[config.mk]
export PLATFORM = sky130hd
export DESIGN_NAME = mem_responder
export DESIGN_NICKNAME = d
export VERILOG_FILES = /design/src/rtl/mem_responder_pkg.sv /design/src/rtl/mem_responder_data.sv /design/src/rtl/mem_responder.sv
export SDC_FILE = /design/constraint.sdc
export NUM_CORES = 2
export LEC_CHECK = 0
export ABC_AREA = 1
export CORE_MARGIN = 3
export CORE_UTILIZATION = 45
export CTS_CLUSTER_DIAMETER = 40
export DETAILED_ROUTE_END_ITERATION = 12
export PLACE_DENSITY_LB_ADDON = 0.15
export SLEW_MARGIN = 40
export SYNTH_ARGS = -nofsm -noshare
export SYNTH_HDL_FRONTEND = slang
export SYNTH_SLANG_ARGS = --single-unit
[constraint.sdc]
create_clock -name clk -period 4.4 [get_ports clk]
set_input_delay 0.66 -clock clk [delete_from_list [all_inputs] [get_ports clk]]
set_output_delay 0.66 -clock clk [all_outputs]
set_load 0.005 [all_outputs]
[src/rtl/mem_responder_pkg.sv]
// rtl/mem_responder_pkg.sv - shared types and constants for the memory responder
//
// Purpose : loader FSM state encoding, instruction word-index width and the
//           NOP word returned whenever no valid fetch/load data exists.
// Ports   : none (package).

package mem_responder_pkg;

    // Program-download sequencer states.
    typedef enum logic [1:0] {
        LD_IDLE = 2'd0,
        LD_LOAD = 2'd1,
        LD_DONE = 2'd2
    } loader_state_t;

    // Word index carried by pc[7:2] / address[7:2].
    localparam int WORD_IDX_W = 6;

    // Value driven on instruction/readData when nothing valid is addressed.
    localparam logic [31:0] NOP = 32'h0000_0000;

endpackage

[src/rtl/mem_responder_data.sv]
// rtl/mem_responder_data.sv - data RAM with combinational read and synchronous write
//
// Purpose : processor data memory. Read is a pure combinational lookup, so a
//           write and a read of the same word in one cycle see the old value
//           until the clock edge commits the write.
// Ports   : clk   - system clock
//           we    - write enable (already qualified by the caller)
//           addr  - word index shared by the read and write paths
//           wdata - write data
//           rdata - combinational read data

module data_ram
    import mem_responder_pkg::*;
#(
    parameter int WORDS = 64
) (
    input  logic                  clk,
    input  logic                  we,
    input  logic [WORD_IDX_W-1:0] addr,
    input  logic [31:0]           wdata,
    output logic [31:0]           rdata
);

    // No reset on the array: contents survive a responder reset.
    logic [31:0] mem [WORDS];

    always_ff @(posedge clk) begin
        if (we) begin
            mem[addr] <= wdata;
        end
    end

    assign rdata = mem[addr];

endmodule

[src/rtl/mem_responder.sv]
// rtl/mem_responder.sv - instruction/data memory responder with program loader
//
// Purpose : holds the processor's instruction store, downloads a program into
//           it through a valid/ready loader port, then releases the processor
//           (run) and serves fetches, loads and stores, flagging range and
//           alignment faults.
// Ports   : clk, rst                      - clock, async active-high reset
//           pc, instruction               - fetch byte address / fetched word
//           address, writeData, WR        - data access address, store data, store strobe
//           MemtoReg                      - load in progress (alignment check only)
//           readData                      - combinational load data
//           load_start                    - begin (or restart) a download
//           load_valid, load_last,
//           load_data, load_ready         - loader word handshake
//           run                           - processor may execute
//           err_range, err_align          - sticky fault flags
//           load_count                    - words stored by the current/last download

module mem_responder
    import mem_responder_pkg::*;
#(
    parameter int IMEM_WORDS = 64,
    parameter int DMEM_WORDS = 64
) (
    input  logic        clk,
    input  logic        rst,
    input  logic [7:0]  pc,
    output logic [31:0] instruction,
    input  logic [31:0] address,
    input  logic [31:0] writeData,
    input  logic        WR,
    input  logic        MemtoReg,
    output logic [31:0] readData,
    input  logic        load_start,
    input  logic        load_valid,
    input  logic        load_last,
    input  logic [31:0] load_data,
    output logic        load_ready,
    output logic        run,
    output logic        err_range,
    output logic        err_align,
    output logic [7:0]  load_count
);

    localparam logic [8:0]  IMEM_BYTES = 9'(IMEM_WORDS * 4);
    localparam logic [8:0]  IMEM_LIMIT = 9'(IMEM_WORDS);
    localparam logic [31:0] DMEM_BYTES = 32'(DMEM_WORDS * 4);

    loader_state_t state;
    loader_state_t state_next;

    logic [31:0] imem [IMEM_WORDS];

    logic        accept;
    logic        imem_full;
    logic        imem_we;
    logic        pc_ok;
    logic        addr_ok;
    logic        misaligned;
    logic        dmem_we;
    logic [31:0] ram_rdata;

    // ------------------------------------------------------------------
    // Loader FSM: state register
    // ------------------------------------------------------------------
    always_ff @(posedge clk or posedge rst) begin
        if (rst) begin
            state <= LD_IDLE;
        end else begin
            state <= state_next;
        end
    end

    // ------------------------------------------------------------------
    // Loader FSM: next state
    // ------------------------------------------------------------------
    always_comb begin
        state_next = state;
        case (state)
            LD_IDLE: begin
                if (load_start) begin
                    state_next = LD_LOAD;
                end
            end
            LD_LOAD: begin
                // load_start here restarts the download and stays in LOAD.
                if (load_start) begin
                    state_next = LD_LOAD;
                end else if (accept && load_last) begin
                    state_next = LD_DONE;
                end
            end
            LD_DONE: begin
                if (load_start) begin
                    state_next = LD_LOAD;
                end
            end
            default: begin
                state_next = LD_IDLE;
            end
        endcase
    end

    // ------------------------------------------------------------------
    // Loader FSM: outputs
    // ------------------------------------------------------------------
    // Ready drops during a restart pulse so the word presented in that
    // cycle is visibly not taken.
    always_comb begin
        load_ready = 1'b0;
        run        = 1'b0;
        case (state)
            LD_LOAD: load_ready = ~load_start;
            LD_DONE: run        = 1'b1;
            default: begin
                load_ready = 1'b0;
                run        = 1'b0;
            end
        endcase
    end

    // ------------------------------------------------------------------
    // Qualifiers
    // ------------------------------------------------------------------
    assign accept     = load_valid & load_ready;
    assign imem_full  = ({1'b0, load_count} >= IMEM_LIMIT);
    // Words past the end of the store still complete the handshake but
    // are discarded.
    assign imem_we    = accept & ~imem_full;
    assign pc_ok      = ({1'b0, pc} < IMEM_BYTES);
    assign addr_ok    = (address < DMEM_BYTES);
    assign misaligned = (address[1:0] != 2'b00);
    assign dmem_we    = run & WR & addr_ok;

    // ------------------------------------------------------------------
    // Download word counter
    // ------------------------------------------------------------------
    always_ff @(posedge clk or posedge rst) begin
        if (rst) begin
            load_count <= 8'd0;
        end else if (load_start) begin
            load_count <= 8'd0;
        end else if (imem_we) begin
            load_count <= load_count + 8'd1;
        end
    end

    // ------------------------------------------------------------------
    // Instruction store: no reset, so a reset mid-download keeps the
    // words already written.
    // ------------------------------------------------------------------
    always_ff @(posedge clk) begin
        if (imem_we) begin
            imem[load_count[WORD_IDX_W-1:0]] <= load_data;
        end
    end

    always_comb begin
        instruction = NOP;
        if (run && pc_ok) begin
            instruction = imem[pc[WORD_IDX_W+1:2]];
        end
    end

    // ------------------------------------------------------------------
    // Data memory; misaligned accesses simply drop address[1:0].
    // ------------------------------------------------------------------
    data_ram #(
        .WORDS (DMEM_WORDS)
    ) u_data_ram (
        .clk   (clk),
        .we    (dmem_we),
        .addr  (address[WORD_IDX_W+1:2]),
        .wdata (writeData),
        .rdata (ram_rdata)
    );

    assign readData = addr_ok ? ram_rdata : NOP;

    // ------------------------------------------------------------------
    // Sticky fault flags. Everything except the loader overflow is only
    // considered while the processor is running, so stray strobes before
    // release never raise a flag.
    // ------------------------------------------------------------------
    always_ff @(posedge clk or posedge rst) begin
        if (rst) begin
            err_range <= 1'b0;
            err_align <= 1'b0;
        end else if (load_start) begin
            err_range <= 1'b0;
            err_align <= 1'b0;
        end else begin
            if ((accept && imem_full) || (run && WR && !addr_ok) || (run && !pc_ok)) begin
                err_range <= 1'b1;
            end
            if (run && (WR || MemtoReg) && misaligned) begin
                err_align <= 1'b1;
            end
        end
    end

endmodule
==> results by group <==
Clocking
  – Clock transition at path regs: roughly 0.060 ns
  – TritonCTS clock tree: built
  – Max Root-Sink Buffers: 4
  – Clock sinks: 4108
  – Later-pin clock latency in the skew report: 1.04 ns
  – CTS buffer count: 536
  – # H-tree levels: 6
  – Clock Tree Root: clkbuf_16
  – # Post-CTS Setup Buffers: 0

Routing
  – Final ANT Viol Nets: 0
  – WL final: 481 mm
  – Via/cell ratio: roughly 5.6
  – Pre-Repair DR Iteration Count: 8
  – Vias: roughly 110k
  – DRC: 0
  – DRT iter0 DRCs: roughly 11000
  – Wire length per cell: 25.7 µm

Synthesis
  – Combinational family with the most area after synthesis: simple AND/OR/NAND/NOR gates
  – Post-Synth Adder-Cell Area: 0.0000772
  – Netlist cell types: 31
  – Synth Area in Compound Gates: 0.0365
  – Post-synthesis register bit count: roughly 4100
  – Avg Inst Size Synth: roughly 12 µm²
  – Post-Syn Area: 162000 µm²
  – Mux cell area share after synthesis: 0
  – Xor/xnor share of the synthesized area: 0
  – Seq/Total Area, Yosys: 0.761
  – Post-Synth Simple-Gate Area: 0.178
  – Yosys warns: 0
  – Syn Inst Count: between 10000 and 15000
  – Post-Syn Nets: 13100

Timing
  – TNS Setup: 0 ns
  – Worst hold margin: approximately 0.11 ns
  – Max Freq: between 200 and 250 MHz
  – Worst-margin pin slew: between 0.8 and 0.9 ns
  – RSZ-0062 raised after global routing: no
  – Skew final: roughly 0.056 ns
  – Final min period: 4.33 ns
  – Slew headroom: 0.424
  – Final worst path period share: 0.985
  – Slew Viols, Final: 0
  – Final setup viols: 0
  – Final Hold Fails: 0
  – Final WS setup: ~0.066 ns

Cells and area
  – Layout Nets: around 14000
  – Most common cell after layout, fill and taps aside: edfxtp_1
  – Non-Filler Instances: between 15000 and 20000
  – Commonest non-fill, non-tap cells in the layout: edfxtp_1 (4096), nand2_1 (3356), nand3_1 (1828), nor2_1 (1565), clkbuf_16 (549)
  – Area Growth Syn to Fin: 18.9%
  – Fill count: about 30000
  – Layout cell share with drive strength beyond 1: 0.118

Pwr
  – Net Switching: around 20000 µW
  – Comb pwr share: 0.050
  – Pwr/cell area: 477 nW/µm²
  – Pleak: a little under 0.07 µW
  – Maximum vdd drop: 424 µV
  – Pint: between 70000 and 80000 µW
  – Clock share of power: 0.481
  – Total power: around 92000 µW
  – Sequential fraction of design power: 0.469
  – Switching share of power: 0.223

Worst setup path
  – Cell Chain, Critical Path: buf_8 -> buf_12 -> buf_4 -> nor2_1 -> o21ai_0 -> nand2_1 -> nand2_1 -> nand2_1 -> nand2_1 -> nand2_1 -> nor2_1 -> nand2_1 -> nor2_1 -> clkdlybuf4s50_1
  – CP Data Required Time: roughly 3.7 ns
  – Startpoint types: input pin
  – CP Class: input pin to output pin
  – CP max stage delay: around 0.54 ns
  – Crit path max-delay family: simple AND/OR/NAND/NOR gates
  – Critical path's slowest cell: clkdlybuf4s50_1
  – CP bufs+invs: 4
  – Crit path top cell by count: nand2_1
  – Critical path arrival: between 3 and 4 ns
  – Crit. End Element: output pin
  – Critical path peak fanout: 41

Floorplanning
  – Die X: 606 µm
  – Starting Density: 0.454
  – Die area: 367000 µm²
  – Die height: just over 600 µm
  – Row count: about 220
  – IO Pins: roughly 190
  – Area of the core: around 360000 µm²

Placed design
  – DP HPWL: ~270 mm
  – Port Buffer Count: approximately 180
  – GPL Wtd Cong: between 0.8 and 0.9
  – Placed Instances: approximately 18000
  – Pre-CTS WS: -0.225 ns

Global routing
  – Remaining Overflow, GRT: 0
  – Global-route usage over all layers: 0.257
  – Number of global-route vias before repair: 102000
  – Largest net degree at the start of global routing: 144
  – Initial antenna violation count: 12
  – First-pass GRT wire length: approximately 700 mm

Run status
  – Status: finished, final reports clean

Worst hold path
  – Worst hold path type: input pin to register

Run
  – Max cap viols: 0
-- cells in the mapped netlist --
library cell	instances	area (µm²)
dfrtp_1	12	300
a31oi_1	4	25.0
nand3_1	1833	9170
buf_6	9	101
buf_4	52	390
nand2_1	3356	12600
ha_1	1	12.5
inv_1	74	278
nor2_1	1696	6370
o221ai_1	1	8.76
buf_1	73	274
a21o_1	1	7.51
clkbuf_1	339	1270
nand3_2	4	40.0
o21ai_0	350	1750
o22a_1	41	359
nand3_4	1	17.5
nand4_1	30	188
or2_2	4	25.0
o21bai_1	1	7.51
buf_2	315	1580
o22ai_1	366	2290
o21ai_1	197	986
a21boi_0	1	7.51
edfxtp_1	4096	123000
nand3b_1	18	135
a21oi_1	94	470
nor3_1	56	280
inv_2	7	26.3
nor4_1	2	12.5
clkinv_1	2	7.51
-- per-stage QoR --
step                utilization  instance area [µm²]
global placement          0.488               174000
floorplan                     -               162000
global route              0.539               193000
detailed placement        0.488               174000
finish                    0.539               193000
CTS                       0.539               193000
-- per-layer routing --
metal / track usage / wire length, µm
met1: 0.342 / 193000
met2: 0.434 / 236000
met3: 0.0322 / 34100
met4: 0.0933 / 18400
met5: 0 / 0
-- registers in the layout, summed over array words and instances (netlist names) --
signal / cells
imem: 2048
load_count: 8
err_range: 1
u_data_ram.mem: 2048
state: 2
err_align: 1
-- power by group through the flow --
stage               combinational, µW  sequential (µW)  clock, µW
floorplan                        2230            43900          0
global placement                 4460            43900          0
detailed placement               4540            43900          0
CTS                              4570            43100      44800
global route                     4960            43100      46500
finish                           4580            43100      44200
-- what timing repair did --
action	4_1_cts	5_1_grt
pin swaps	0	0
endpoints found under the hold margin	11	0
endpoints found under the setup margin	5	3
gates resized for setup	4	2
gates cloned	0	0
hold buffers	1	0
-- final timing paths --
check	to	cells after the start	slack (ns)	startpoint
max in group asynchronous	load_count[1]	3	3.45	rst
setup / recovery	readData[23]	14	0.07	address[2]
hold / removal	u_data_ram.mem[17][12]	1	0.11	writeData[12]
hold reg to reg	state[0]	1	0.46	state[1]
min in group asynchronous	state[1]	3	0.58	rst
setup reg to reg	imem[6][17]	10	1.08	state[1]
-- kinds of logic (layout without fill, tap and decap cells) --
group / count (synthesis) / after routing
other cells: 0 / 9
simple gates: 7000 / 7000
buf+inv: 871 / 1784
flops: 4108 / 4108
fa+ha+maj: 1 / 1
compound gates: 1056 / 1056
-- area by class of cell --
cell class | count | area [µm²] | share of cell area
tap | 4751 | 5940 | 0.0309
antenna | 9 | 22.5 | 0.000117
clock buffer | 599 | 13900 | 0.0724
inverter | 83 | 364 | 0.00189
clock inverter | 368 | 4370 | 0.0227
timing repair buffer | 734 | 8790 | 0.0457
multi-input combinational | 8057 | 35900 | 0.186
sequential | 4108 | 123000 | 0.640
Note: power is estimated with default switching activity, not from simulation.
